### src/rtl/chunk_serial_adder_pkg.sv
// Shared definitions for the chunk-serial adder.
// Provides the FSM state encoding and the per-step chunk width.
package chunk_serial_adder_pkg;

    // Bits consumed per RUN step.
    localparam int unsigned CHUNK = 2;

    typedef enum logic [1:0] {
        StIdle = 2'd0,
        StRun  = 2'd1,
        StDone = 2'd2
    } state_t;

endpackage

### src/rtl/lookahead_adder.sv
// 2-bit carry-lookahead adder used as the per-chunk datapath.
// Ports:
//   a, b : 2-bit operands
//   ci   : carry-in
//   s    : 2-bit sum
//   co   : carry-out
module lookahead_adder (
    input  logic [1:0] a,
    input  logic [1:0] b,
    input  logic       ci,
    output logic [1:0] s,
    output logic       co
);

    logic [1:0] g;
    logic [1:0] p;
    logic       c1;

    always_comb begin
        g  = a & b;
        p  = a ^ b;
        c1 = g[0] | (p[0] & ci);
        co = g[1] | (p[1] & g[0]) | (p[1] & p[0] & ci);
        s  = p ^ {c1, ci};
    end

endmodule

### src/rtl/chunk_serial_adder.sv
// Serial adder that processes WIDTH-bit operands two bits per clock, LSB first.
// Ports:
//   clk   : clock, rising edge
//   rst_n : synchronous active-low reset
//   start : begin an addition (accepted in idle or done)
//   a, b  : operands, latched on the accept edge
//   ci    : carry-in, latched on the accept edge
//   busy  : high while chunks are being added
//   done  : one-cycle pulse when sum/co have just been updated
//   sum   : registered sum
//   co    : registered carry-out
module chunk_serial_adder #(
    parameter int unsigned WIDTH = 8
) (
    input  logic             clk,
    input  logic             rst_n,
    input  logic             start,
    input  logic [WIDTH-1:0] a,
    input  logic [WIDTH-1:0] b,
    input  logic             ci,
    output logic             busy,
    output logic             done,
    output logic [WIDTH-1:0] sum,
    output logic             co
);

    import chunk_serial_adder_pkg::*;

    localparam int unsigned N  = WIDTH / CHUNK;
    localparam int unsigned KW = (N > 1) ? $clog2(N) : 1;

    state_t           state_q, state_d;
    logic [KW-1:0]    k_q;
    logic [WIDTH-1:0] a_q, b_q;
    logic             carry_q;
    logic [WIDTH-1:0] acc_q;
    logic [WIDTH-1:0] sum_q;
    logic             co_q;

    logic             load;
    logic             step;
    logic             last;
    int unsigned      pos;
    logic [CHUNK-1:0] op_a, op_b, chunk_sum;
    logic             chunk_co;
    logic [WIDTH-1:0] acc_next;

    // FSM state register
    always_ff @(posedge clk) begin
        if (!rst_n) begin
            state_q <= StIdle;
        end else begin
            state_q <= state_d;
        end
    end

    // FSM next-state and decoded outputs
    always_comb begin
        state_d = state_q;
        load    = 1'b0;
        step    = 1'b0;
        busy    = 1'b0;
        done    = 1'b0;
        unique case (state_q)
            StIdle: begin
                if (start) begin
                    load    = 1'b1;
                    state_d = StRun;
                end
            end
            StRun: begin
                busy = 1'b1;
                step = 1'b1;
                if (last) begin
                    state_d = StDone;
                end
            end
            StDone: begin
                done = 1'b1;
                if (start) begin
                    load    = 1'b1;
                    state_d = StRun;
                end else begin
                    state_d = StIdle;
                end
            end
            default: state_d = StIdle;
        endcase
    end

    // Chunk selection and accumulator insert
    always_comb begin
        last     = (k_q == KW'(N - 1));
        pos      = 32'(k_q) * CHUNK;
        op_a     = a_q[pos +: CHUNK];
        op_b     = b_q[pos +: CHUNK];
        acc_next = acc_q;
        acc_next[pos +: CHUNK] = chunk_sum;
    end

    lookahead_adder u_lookahead_adder (
        .a  (op_a),
        .b  (op_b),
        .ci (carry_q),
        .s  (chunk_sum),
        .co (chunk_co)
    );

    // Datapath registers. sum/co only change on the final RUN edge so they
    // stay stable for the whole of the following operation.
    always_ff @(posedge clk) begin
        if (!rst_n) begin
            k_q     <= '0;
            a_q     <= '0;
            b_q     <= '0;
            carry_q <= 1'b0;
            acc_q   <= '0;
            sum_q   <= '0;
            co_q    <= 1'b0;
        end else if (load) begin
            a_q     <= a;
            b_q     <= b;
            carry_q <= ci;
            k_q     <= '0;
            acc_q   <= '0;
        end else if (step) begin
            acc_q   <= acc_next;
            carry_q <= chunk_co;
            // Explicit wrap keeps k aligned with RUN->DONE when N is not a power of two.
            k_q     <= last ? '0 : k_q + KW'(1);
            if (last) begin
                sum_q <= acc_next;
                co_q  <= chunk_co;
            end
        end
    end

    assign sum = sum_q;
    assign co  = co_q;

endmodule

### config.mk
export PLATFORM = sky130hd
export DESIGN_NAME = chunk_serial_adder
export DESIGN_NICKNAME = d
export VERILOG_FILES = /design/src/rtl/chunk_serial_adder_pkg.sv /design/src/rtl/lookahead_adder.sv /design/src/rtl/chunk_serial_adder.sv
export SDC_FILE = /design/constraint.sdc
export NUM_CORES = 1
export LEC_CHECK = 0
export ABC_AREA = 1
export CORE_UTILIZATION = 30
export CTS_CLUSTER_DIAMETER = 200
export DETAILED_ROUTE_END_ITERATION = 6
export HOLD_SLACK_MARGIN = 0.08
export SETUP_SLACK_MARGIN = 0.2
export SYNTH_ARGS = -nofsm -noshare
export SYNTH_HDL_FRONTEND = slang
export SYNTH_HIERARCHICAL = 1
export SYNTH_SLANG_ARGS = --single-unit
### constraint.sdc
create_clock -name clk -period 2.6 [get_ports clk]
set_clock_uncertainty 0.15 [all_clocks]
set_input_delay 0.52 -clock clk [delete_from_list [all_inputs] [get_ports clk]]
set_output_delay 0.52 -clock clk [all_outputs]
set_load 0.05 [all_outputs]
# After elaboration in Yosys (flattened, before gate mapping)
# Cells that the tools add are included.
dict set report totals {
  regBits 38
  latch_bits 0
  ram_bits 0
  rom_bits 0
  input_bits 20
  out_inout_bits 11
  word_cells 49
  n_memories 0
}
dict set report op_classes {
  addsub 2
  n_mul 0
  div_mod_pow 0
  order_cmp 0
  eq_ne 5
  shift 4
  n_mux 12
  n_bitwise 12
  n_reduce_logical 6
}
# op count
set op_table {}
lappend op_table {{$neg A3 Y34} 1}
lappend op_table {{$shift A2 B34 Y8 const A} 1}
lappend op_table {{$shiftx A2 B34 Y8} 1}
lappend op_table {{$shiftx A8 B4 Y2} 2}
lappend op_table {{$bwmux W8} 1}
lappend op_table {{$mux W1} 7}
lappend op_table {{$mux W2} 3}
lappend op_table {{$pmux W2 S3} 1}
lappend op_table {{$and A1 B1 Y1} 4}
lappend op_table {{$eq A2 B2 Y1 const B} 2}
lappend op_table {{$ne A2 B2 Y1 const B} 2}
lappend op_table {{$reduce_or A2 Y1} 2}
lappend op_table {{$xor A2 B2 Y2} 2}
lappend op_table {{$or A1 B1 Y1} 3}
lappend op_table {{$reduce_and A3 Y1} 1}
lappend op_table {{$add A2 B1 Y2 const B} 1}
lappend op_table {{$and A2 B2 Y2} 1}
lappend op_table {{$eq A2 B1 Y1 const B} 1}
lappend op_table {{$logic_not A2 Y1} 1}
lappend op_table {{$not A1 Y1} 2}
lappend op_table {{$reduce_and A2 Y1} 1}
lappend op_table {{$reduce_bool A2 Y1} 1}

# Logic depth before layout (Yosys ltp)
# Gate-level depths: netlist (run 1).
dict set report depth {
  word_depth 7
  ltp_mapped 13
}

# Modules after synthesis
# The synthesis (run 1) kept the hierarchy.
# mod instances cells_per_inst area_per_inst_um2
set modules_own_cells {}
lappend modules_own_cells {chunk_serial_adder 1 266 1855.5}
lappend modules_own_cells {lookahead_adder 1 12 86.3}

# Worst setup path after synthesis (run 1)
# No wires, ideal clock.
dict set report synth_timing {
  kind {reg2reg}
  start {reg k_q[0]}
  end {reg sum_q[3] (netlist: sum[3])}
  setup_ns 0.056
  t_arrival_ns 1.948
  setup_slack_ns 0.446
  path_stages_with_launch 14
  path_buffers 1
  synth_period_minus_slack_ns 2.154
  path_cell_list {dfxtp_1 > inv_1 > buf_2 > nor2_1 > o22ai_1 > inv_1 > fa_1 > xnor2_1 > nand2_1 > nor2_1 > nand2_1 > nand3_1 > nand2_1 > inv_1}
}
dict set report synth_between {
  elab_chain_cells 7
  word_cells_on_any_way 13
}
# element line
set synth_lines {}
lappend synth_lines {{start: declaration} chunk_serial_adder.sv:33} ;# logic [KW-1:0] k_q;
lappend synth_lines {{start signal: assignment} chunk_serial_adder.sv:130} ;# k_q <= last ? '0 : k_q + KW'(1);
lappend synth_lines {{$shiftx A8 B4 Y2 (*)} chunk_serial_adder.sv:95} ;# op_a = a_q[pos +: CHUNK];
lappend synth_lines {{named net op_a[0]} chunk_serial_adder.sv:44} ;# logic [CHUNK-1:0] op_a, op_b, chunk_sum;
lappend synth_lines {{$xor A2 B2 Y2} lookahead_adder.sv:21} ;# p = a ^ b;
lappend synth_lines {{$and A1 B1 Y1} lookahead_adder.sv:22} ;# c1 = g[0] | (p[0] & ci);
lappend synth_lines {{$or A1 B1 Y1 (*)} lookahead_adder.sv:22}
lappend synth_lines {{$xor A2 B2 Y2 (*)} lookahead_adder.sv:24} ;# s = p ^ {c1, ci};
lappend synth_lines {{named net chunk_sum[1]} chunk_serial_adder.sv:44}
lappend synth_lines {{$shiftx A2 B34 Y8 (*)} chunk_serial_adder.sv:98} ;# acc_next[pos +: CHUNK] = chunk_sum;
lappend synth_lines {{$bwmux W8 (*)} chunk_serial_adder.sv:98}
lappend synth_lines {{end signal: assignment} chunk_serial_adder.sv:132} ;# sum_q <= acc_next;
lappend synth_lines {{end: declaration} chunk_serial_adder.sv:37} ;# logic [WIDTH-1:0] sum_q;
# Mark *: on every way through the listed nets, which the timed path passes. The rest lies on a longest branch.
# A chain may end at the register's enable or synchronous reset.

# Final worst setup path (run 1)
dict set report layout_timing {
  start {reg k_q[1]}
  end {reg sum_q[7] (netlist: sum[7])}
}
# Same word-level chain as after synthesis.

==> results.md, run 1 <==
* Iter 0 DRT Violations at a little over 80
* Syn avg cell area at roughly 7.0 sq um
* Flops & latches, synth at 38
* Top-count cell post-synth: nor2_1
* Core area at approximately 0.0061 sq mm
* DP Wirelength at between 3000 and 4000 um
* Synthesis-to-finish area growth at 23.1%
* Gr ovfl total at 0
* Switch share at 0.276
* Worst reg2reg startpoint: k_q[1]$_SDFFE_PP0N_
* TritonCTS Buffers at 5
* Setup crit end: sum[7]$_SDFFE_PN0P_
* Vias per inst at approximately 4.4
* Synth Cell Area at approximately 0.0019 sq mm
* Status: finished clean
* P_int at 1.00 mW
* Die Y at just over 80 um
* Port bufs at 30
* Reg power frac at 0.463
* CP Data Arrival Time at 2.31 ns
* DIE WIDTH at about 82 um
* Critical path type: reg -> reg
* Post-Synth Simple-Gate Area at 0.283
* Post-synthesis adder-cell area fraction at 0.0619
* Power after layout at between 1 and 1.5 mW
* TNS Setup at 0 ns
* Share of layout cells above drive strength 1 at 0.0935
* Fin. max-slew vios at 0
* Combinational power share at 0.177
* R2R cell count at 12
* Area contributors post-synth: dfxtp_1 (39%), nor2_1 (12%), inv_1 (8.1%)
* Top post-synthesis cells by count: nor2_1 (64), inv_1 (42), dfxtp_1 (38), nand2_1 (37), o21ai_0 (25)
* Slew at the pin closest to its max-slew limit at about 0.50 ns
* Final Critical Period at approximately 2.2 ns
* Proportion of synthesized area in mux cells at 0
* Psw at roughly 380 uW
* Vias in the first global route at around 1,500
* Synth Instances at ~280
* Max-cap violations at 0
* Initial antenna violation count at 0
* PD cells at 578 mW/mm^2
* LEAKAGE at approximately 1.1 nW
* DIE AREA at 0.00680 sq mm
* RSZ-0062 raised after global routing: yes
* I/O Pins at 31
* Inserted Diodes at 0
* Number of synthesized flops with an enable pin at 0
* Clk pwr share at 0.360
* CTS Buffer Depth at 2
* Seq/Total Area, Yosys at 0.392
* H-tree Lvls at 2
* # DRC at 0
* Critical path endpoint category: register
* R2r setup slk at 0.38 ns
* Routability cong. at about 0.8
* Hold crit path type: reg -> reg
* Overall routing resource usage at 0.136
* Placed cell count at roughly 380
* Clk_lat worst skew at 0.29 ns
* Antenna-violating nets left at 0
* Largest net degree at the start of global routing at 21
* Average wire per standard cell at roughly 11 um
* Top cell type's share of synthesized area at 0.392
* Fin. Hold Viols at 0
* Largest family of logic cells by synthesized area: simple AND/OR/NAND/NOR gates
* DRT Wirelength at ~4000 um
* Compound-gate portion of the synthesized area at 0.122
* Slew headroom at 0.667
* Ys flop type: dfxtp_1
* Yosys warns at 6
* Final worst setup slack at approximately 0.38 ns
* Via Count at approximately 1,700
* Worst slack, placed at about 0.21 ns
* Fmax at 451 MHz
* VDD IR max at approximately 0.23 mV
* Worst R2R End: sum[7]$_SDFFE_PN0P_
* Syn nets at ~310
* Non-filler cells, final at approximately 390
* First-pass GRT wire length at 7000 um
* # setup viols final at 0
* Period utilisation layout at 0.853
* Ys async rst share at 0
* Worst setup startpoint: k_q[1]$_SDFFE_PP0N_
* CTS tree: yes
* Sink Count at 38
* Num rows at 28
* Synth cell types at 24
* Nets at 338
* Crit Path Max Fanout at 8
* TritonRoute pass-1 iters at 4
* Starting Density at 0.319
* Top cell type by total area after synthesis: dfxtp_1
* Critical path startpoint category: register
* CTS root buf: clkbuf_8
* Clock slew at reported path FFs at 0.08 ns
* Worst Path Required at approximately 2.7 ns
* XOR/XNOR Fraction of Synth Area at 0.00451
power groups by stage:
stage                     Combinational [mW]  Sequential [mW]  Clock [mW]
after global routing                   0.280            0.645       0.539
after global placement                 0.238            0.652           0
final                                  0.244            0.639       0.497
after CTS                              0.243            0.640       0.515
after detailed placement               0.242            0.653           0
after floorplan                        0.186            0.645           0
worst max-delay path, cell delays in order (launching register included):
cell     delay, ns
dfxtp_2       0.37
inv_2         0.13
o21ai_0       0.10
o22ai_1       0.19
inv_1         0.09
fa_1          0.43
xnor2_1       0.19
nand2_1       0.09
nor2_1        0.15
nand2_1       0.10
nand3_1       0.08
nand2_1       0.05
inv_1         0.05
metrics by stage:
stage               utilization  area [sq um]  hold WS, ns
CTS                       0.390          2380        0.330
global placement          0.372          2270        0.316
detailed placement        0.372          2270        0.311
floorplan                     -          1940        0.298
global route              0.392          2390        0.349
finish                    0.392          2390        0.324
metal layers:
| layer | part of all wire | global-route usage | up-vias |
|---|---|---|---|
| met5 | 0 | 0 | - |
| met4 | 0.0072 | 0.0263 | 0 |
| met3 | 0.038 | 0.0363 | 4 |
| met2 | 0.44 | 0.217 | 32 |
| met1 | 0.51 | 0.183 | 741 |
| li1 | - | - | 926 |
state kept, by name (all words and copies together), names as in the netlist:
register,flops
a_q,8
sum,8
carry_q,1
k_q,2
state_q,2
acc_q,8
co,1
b_q,8
placed cells by master (no fill, tap or decap), drive strengths merged:
cell type	netlist	routed
a21oi	13	13
buf	9	5
bufinv	0	1
clkbuf	1	5
clkdlybuf4s50	0	28
clkinv	1	3
dfxtp	38	38
dlymetal6s2s	0	1
fa	1	1
ha	8	8
inv	45	45
nand2	41	41
nand3	21	21
nand4	2	2
nor2	66	66
o21ai	27	27
o22ai	4	4
xnor2	1	1
cell families (layout without fill, tap and decap cells):
family / count (synthesis) / after routing
buffers and inverters: 56 / 88
XOR/XNOR: 1 / 1
adder cells (fa/ha/maj): 9 / 9
flip-flops: 38 / 38
AND/OR/NAND/NOR: 130 / 130
AO/OA/AOI/OAI: 44 / 44
final cells by class:
| type | instances | area (sq um) |
|---|---|---|
| Clock buffer | 5 | 68.8 |
| Clock inverter | 3 | 40.0 |
| Fill cell | 662 | 3700 |
| Inverter | 46 | 178 |
| Multi-Input combinational cell | 184 | 915 |
| Sequential cell | 38 | 766 |
| Tap cell | 75 | 93.8 |
| Timing Repair Buffer | 34 | 330 |
how the worst min path moves through the flow:
stage,start,end,slack [ns],depth (start not counted)
after global placement,b_q[5]$_SDFFE_PN0P_,b_q[5]$_SDFFE_PN0P_,0.32,2
after global routing,co$_SDFFE_PN0P_,co$_SDFFE_PN0P_,0.35,2
after floorplan,a_q[2]$_SDFFE_PN0P_,a_q[2]$_SDFFE_PN0P_,0.30,2
after detailed placement,co$_SDFFE_PN0P_,co$_SDFFE_PN0P_,0.31,2
after CTS,co$_SDFFE_PN0P_,co$_SDFFE_PN0P_,0.33,2
final,co$_SDFFE_PN0P_,co$_SDFFE_PN0P_,0.32,2
what timing repair did:
action	4_1_cts	5_1_grt
setup buffers	0	1
gates resized for setup	1	5
endpoints found under the setup margin	4	13
pin swaps	0	1
hold buffers	0	0
cloned	0	0
Power figures use the tool's default switching activity.
==> run 2, diff against run 1 <==
- CORE_MARGIN: default -> 8
- clock period: 2.6 -> 1.8 ns (I/O delays scaled with it)
==> results.md, run 2 (same netlist as run 1, synthesis figures left out) <==
* Status: finished, violations left
* Failing checks: setup timing
* Vias per inst at 4.49 (+1.4%)
* Commonest non-fill, non-tap cells in the layout: nor2_1 (60), inv_1 (38), nand2_1 (35), dfxtp_1 (35), buf_4 (31)
* Worst Path Required at 1.84 ns (-0.85 ns)
* DIE AREA at 0.00930 sq mm (+37%)
* I/O Pins at 31 (unchanged)
* Average wire per standard cell at 11.3 um (+7.7%)
* DP Wirelength at 3350 um (+9.7%)
* Core area at 0.00631 sq mm (+3.6%)
* Overall routing resource usage at 0.105 (-0.0308)
* Reg power frac at 0.467 (+0.004)
* Combinational power share at 0.237 (+0.060)
* Gr ovfl total at 0 (unchanged)
* Vias in the first global route at 1,750 (+14%)
* Starting Density at 0.308 (-0.0110)
* Sink Count at 38 (unchanged)
* Slew at the pin closest to its max-slew limit at 0.267 ns (-0.231 ns)
* Non-filler cells, final at 408 (+6.0%)
* Synthesis-to-finish area growth at 35.7%
* LEAKAGE at 1.22 nW (+11%)
* Clk pwr share at 0.296 (-0.064)
* Slowest cell delay on critical path at 0.54 ns (+0.11 ns)
* Nets at 359 (+6.2%)
* DRT Wirelength at 4610 um (+14%)
* Initial antenna violation count at 0 (unchanged)
* Crit-path cells: buf_6 > nor2_2 > o22ai_2 > inv_1 > fa_2 > inv_2 > nand2_2 > nor2_2 > nand2_1 > nand3_1 > nand2_1 > inv_1
* Via Count at 1,830 (+7.5%)
* Setup crit end: sum[2]$_SDFFE_PN0P_
* Fin. Hold Viols at 0 (unchanged)
* Die Y at 96.5 um (+17%)
* Crit Path Max Fanout at 6 (-2)
* DIE WIDTH at 96.5 um (+17%)
* Final Critical Period at 1.98 ns (-0.238 ns)
* Inserted Diodes at 0 (unchanged)
* Largest net degree at the start of global routing at 21 (unchanged)
* Final hold slack at 0.336 ns (+0.0123 ns)
* RSZ-0062 raised after global routing: yes
* Period utilisation layout at 1.10 (+0.247)
* Port bufs at 30 (unchanged)
* # setup viols final at 18 (+18)
* Hold crit path type: reg -> reg
* Fmax at 505 MHz (+12%)
* Fin. max-slew vios at 0 (unchanged)
* Placed cell count at 390 (+3.7%)
* Clock slew at reported path FFs at 0.08 ns (about the same)
* Max-cap violations at 0 (unchanged)
* VDD IR max at 0.319 mV (+39%)
* # hold bufs at CTS at 0 (unchanged)
* Clk_lat worst skew at 0.29 ns (about the same)
* First-pass GRT wire length at 7880 um (+13%)
* Worst reg2reg startpoint: k_q[0]$_SDFFE_PP0N_
* R2r setup slk at -0.18 ns (-0.56 ns)
* Core Util, Final at 0.417 (+0.0251)
* TNS Setup at -2.49 ns (-2.49 ns)
* TritonRoute pass-1 iters at 4 (unchanged)
* Num rows at 29 (+3.6%)
* Switch share at 0.303 (+0.0269)
* Crit-path slowest cell: fa_2
* Share of layout cells above drive strength 1 at 0.245 (+0.151)
* Psw at 599 uW (+57%)
* Worst slack, placed at -0.281 ns (-0.490 ns)
* Routability cong. at 0.838 (+4.6%)
* Iter 0 DRT Violations at 62 (-24%)
* Critical path endpoint category: register
* R2R cell count at 12 (unchanged)
* CTS tree: yes
* # DRC at 0 (unchanged)
* CTS Buffer Depth at 2 (unchanged)
* Finished Cell Area at 0.00264 sq mm (+10%)
* Slew headroom at 0.820 (+0.153)
* TritonCTS Buffers at 5 (unchanged)
* Dpl cell area at 0.00238 sq mm (+4.9%)
* Antenna-violating nets left at 0 (unchanged)
* Worst R2R End: sum[2]$_SDFFE_PN0P_
* Commonest non-fill, non-tap cell in the layout: nor2_1
* Critical path type: reg -> reg
* CTS root buf: clkbuf_8
* Worst setup startpoint: k_q[0]$_SDFFE_PP0N_
* Power after layout at 1.98 mW (+43%)
* CP Data Arrival Time at 2.02 ns (-0.29 ns)
* Critical path startpoint category: register
* Final worst setup slack at -0.181 ns (-0.562 ns)
* H-tree Lvls at 2 (unchanged)
* P_int at 1.38 mW (+38%)
* PD cells at 752 mW/mm^2 (+30%)
==> run 2: worst min-delay path by stage <==
stage	from	to	slack, ns	cells past startpoint
after floorplan	a_q[2]$_SDFFE_PN0P_	a_q[2]$_SDFFE_PN0P_	0.30	2
after global placement	b_q[3]$_SDFFE_PN0P_	b_q[3]$_SDFFE_PN0P_	0.32	2
after detailed placement	b_q[3]$_SDFFE_PN0P_	b_q[3]$_SDFFE_PN0P_	0.32	2
after CTS	co$_SDFFE_PN0P_	co$_SDFFE_PN0P_	0.34	2
after global routing	a_q[6]$_SDFFE_PN0P_	a_q[6]$_SDFFE_PN0P_	0.37	2
final	co$_SDFFE_PN0P_	co$_SDFFE_PN0P_	0.34	2
==> run 2: repair_timing <==
item                       in CTS  in global routing
gates resized for setup        21                 10
setup endpoints to repair      20                 23
buffers inserted                3                  6
pin swaps                       9                  3
gates cloned                    1                  0
==> run 2: power by group through the flow <==
| stage | Clock (mW) | Combinational [mW] | Sequential, mW |
|---|---|---|---|
| 2_1_floorplan | 0 | 0.291 | 0.933 |
| 3_3_place_gp | 0 | 0.403 | 0.939 |
| 3_5_place_dp | 0 | 0.410 | 0.940 |
| 4_1_cts | 0.605 | 0.438 | 0.922 |
| 5_1_grt | 0.640 | 0.523 | 0.930 |
| 6_report | 0.587 | 0.469 | 0.924 |
==> run 2: cell type report <==
type                            count  area [sq um]
Clock buffer                        5          68.8
Multi-Input combinational cell    184          1010
Tap cell                           77          96.3
Sequential cell                    38           767
Timing Repair inverter              1          7.51
Inverter                           46           183
Clock inverter                      3          21.3
Fill cell                         673          3680
Timing Repair Buffer               54           485
==> run 2: worst max-delay path, delay by kind of cell, from the launching register on <==
kind	cells	cell delay (ns)
AO/OA/AOI/OAI	1	0.11
adder cells (fa/ha/maj)	1	0.54
buffers and inverters	4	0.29
flip-flops	1	0.42
AND/OR/NAND/NOR	6	0.37
==> run 2: routing by layer <==
layer | vias to the layer above | part of all wire | routed length (um) | track usage
met1 | 825 | 0.44 | 2040 | 0.126
met3 | 4 | 0.061 | 282 | 0.0340
met5 | - | 0 | 0 | 0
met4 | 0 | 0.0065 | 30 | 0.0189
li1 | 964 | - | - | -
met2 | 37 | 0.49 | 2270 | 0.180
==> run 3, diff against run 2 <==
- CORE_MARGIN: 8 -> default
- HOLD_SLACK_MARGIN: 0.08 -> default
- SLEW_MARGIN: default -> 0
==> results.md, run 3 (same netlist as run 1, synthesis figures left out) <==
* CTS tree: yes
* GR Util met2 at 0.240 (+0.0598)
* GR Util met3 at 0.0352 (+0.00116)
* Nets at 357 (-0.56%)
* DIE AREA at 0.00680 sq mm (-27%)
* Final Critical Period at 1.98 ns (-0.00402 ns)
* DRT Wirelength at 4510 um (-2.4%)
* Status: finished, violations left
* Delay-heaviest family, CP: flip-flops
* Synthesis-to-finish area growth at 36.9%
* Fin. max-slew vios at 0 (unchanged)
* Port bufs at 30 (unchanged)
* Share of layout cells above drive strength 1 at 0.249 (+0.00453)
* TritonRoute pass-1 iters at 5 (+1)
* CTS Buffer Depth at 2 (unchanged)
* Inserted Diodes at 0 (unchanged)
* CTS root buf: clkbuf_8
* Grt met1 use at 0.189 (+0.0624)
* Fmax at 506 MHz (+0.20%)
* Final worst setup slack at -0.177 ns (+0.00402 ns)
* Crit-path slowest cell: dfxtp_4
* Sink Count at 38 (unchanged)
* Gr ovfl total at 0 (unchanged)
* Commonest non-fill, non-tap cell in the layout: nor2_1
* Final hold slack at 0.326 ns (-0.00988 ns)
* I/O Pins at 31 (unchanged)
* Clock slew at reported path FFs at 0.08 ns (about the same)
* Crit-path cells: o21ai_1 > o22ai_2 > inv_1 > fa_2 > xnor2_2 > buf_4 > nand4_1 > nand3_1 > nand2_1 > inv_1
* CP most frequent cell: inv_1
* Hold crit path type: reg -> reg
* TNS Setup at -2.20 ns (+0.288 ns)
* Max-cap violations at 0 (unchanged)
* DP Wirelength at 3220 um (-3.8%)
* Largest net degree at the start of global routing at 21 (unchanged)
* # hold bufs at CTS at 0 (unchanged)
* Critical path type: reg -> reg
* DIE WIDTH at 82.5 um (-15%)
* Slew headroom at 0.805 (-0.0148)
* Via Count at 1,792 (-2.1%)
* Iter 0 DRT Violations at 129 (+110%)
* CP Data Arrival Time at 2.07 ns (+0.05 ns)
* Overall routing resource usage at 0.148 (+0.0427)
* Failing checks: setup timing
* Initial antenna violation count at 0 (unchanged)
* RSZ-0062 raised after global routing: yes
* First-pass GRT wire length at 7520 um (-4.5%)
* Critical path endpoint category: register
* Fin. Hold Viols at 0 (unchanged)
* Crit Path Max Fanout at 6 (unchanged)
* VDD IR max at 0.261 mV (-18%)
* Vias per inst at 4.44 (-1.1%)
* Num rows at 28 (-3.4%)
* Vias in the first global route at 1,667 (-4.7%)
* Crit path buf inv count at 3 (-1)
* # setup viols final at 17 (-1)
* Antenna-violating nets left at 0 (unchanged)
* Period utilisation layout at 1.10 (-0.00224)
* Slew at the pin closest to its max-slew limit at 0.289 ns (+0.0219 ns)
* Average wire per standard cell at 11.2 um (-1.4%)
* LEAKAGE at 1.22 nW (+0.13%)
* Gr busiest metal: met2
* Commonest non-fill, non-tap cells in the layout: nor2_1 (56), inv_1 (39), nand2_1 (35), dfxtp_1 (35), buf_4 (28)
* Critical path startpoint category: register
* Die Y at 82.5 um (-15%)
* Worst Path Required at 1.90 ns (+0.06 ns)
* Clk_lat worst skew at 0.29 ns (about the same)
* Core area at 0.00610 sq mm (-3.4%)
* H-tree Lvls at 2 (unchanged)
* Routability cong. at 0.881 (+5.0%)
* TritonCTS Buffers at 5 (unchanged)
* Starting Density at 0.319 (+0.0110)
* # DRC at 0 (unchanged)
* Slowest cell delay on critical path at 0.40 ns (-0.14 ns)
* PD cells at 806 mW/mm^2 (+7.2%)
==> run 3: cell types whose count changed in the layout (fill, tap and decap cells not counted), sizes merged <==
cell,change
clkinv,-2
buf,-1
bufinv,+1
==> run 3: area by class of cell <==
cell class,instances,area (sq um)
fill,626,3440
clock inverter,3,45.0
inverter,46,183
timing repair buffer,53,494
multi-input combinational,184,1010
tap,75,93.8
clock buffer,5,68.8
sequential,38,767
==> run 3: power breakdown <==
group | total (mW) | switching, mW | internal [mW]
clock network | 0.733 | 0.321 | 0.412
logic | 0.484 | 0.252 | 0.232
registers | 0.927 | 0.0373 | 0.889
total | 2.14 | 0.610 | 1.53
==> run 3: worst register-to-register path, cell delays in order (launching register included) <==
cell,delay (ns)
dfxtp_4,0.40
o21ai_1,0.09
o22ai_2,0.20
inv_1,0.07
fa_2,0.35
xnor2_2,0.20
buf_4,0.13
nand4_1,0.12
nand3_1,0.11
nand2_1,0.06
inv_1,0.05
==> run 3: per-stage QoR <==
step / std cells / power [mW] / setup WS (ns) / instance area [sq um] / utilization
global placement: 388 / 1.35 / -0.183 / 2390 / 0.392
global route: 404 / 2.25 / -0.292 / 2660 / 0.436
CTS: 399 / 2.12 / -0.155 / 2600 / 0.426
floorplan: 278 / 1.22 / -0.173 / 1970 / -
detailed placement: 388 / 1.36 / -0.240 / 2390 / 0.392
finish: 404 / 2.14 / -0.177 / 2660 / 0.436
==> run 3: final timing paths <==
| kind | startpoint | to | slack (ns) | depth (start not counted) |
|---|---|---|---|---|
| worst min register to register | co$_SDFFE_PN0P_ | co$_SDFFE_PN0P_ | 0.33 | 2 |
| worst max-delay path | k_q[0]$_SDFFE_PP0N_ | sum[1]$_SDFFE_PN0P_ | -0.18 | 10 |
| worst max register to register | k_q[0]$_SDFFE_PP0N_ | sum[1]$_SDFFE_PN0P_ | -0.18 | 10 |
| worst min-delay path | co$_SDFFE_PN0P_ | co$_SDFFE_PN0P_ | 0.33 | 2 |
==> run 3: timing repair <==
item,CTS,global route
setup endpoints to repair,20,21
gates resized for setup,23,9
buffers inserted,3,5
pin swaps,12,6
==> run 3: layer usage <==
metal  part of all wire  vias to the layer above
li1                   -                      962
met1               0.50                      799
met2               0.46                       27
met3              0.035                        4
met4              0.011                        0
met5                  0                        -
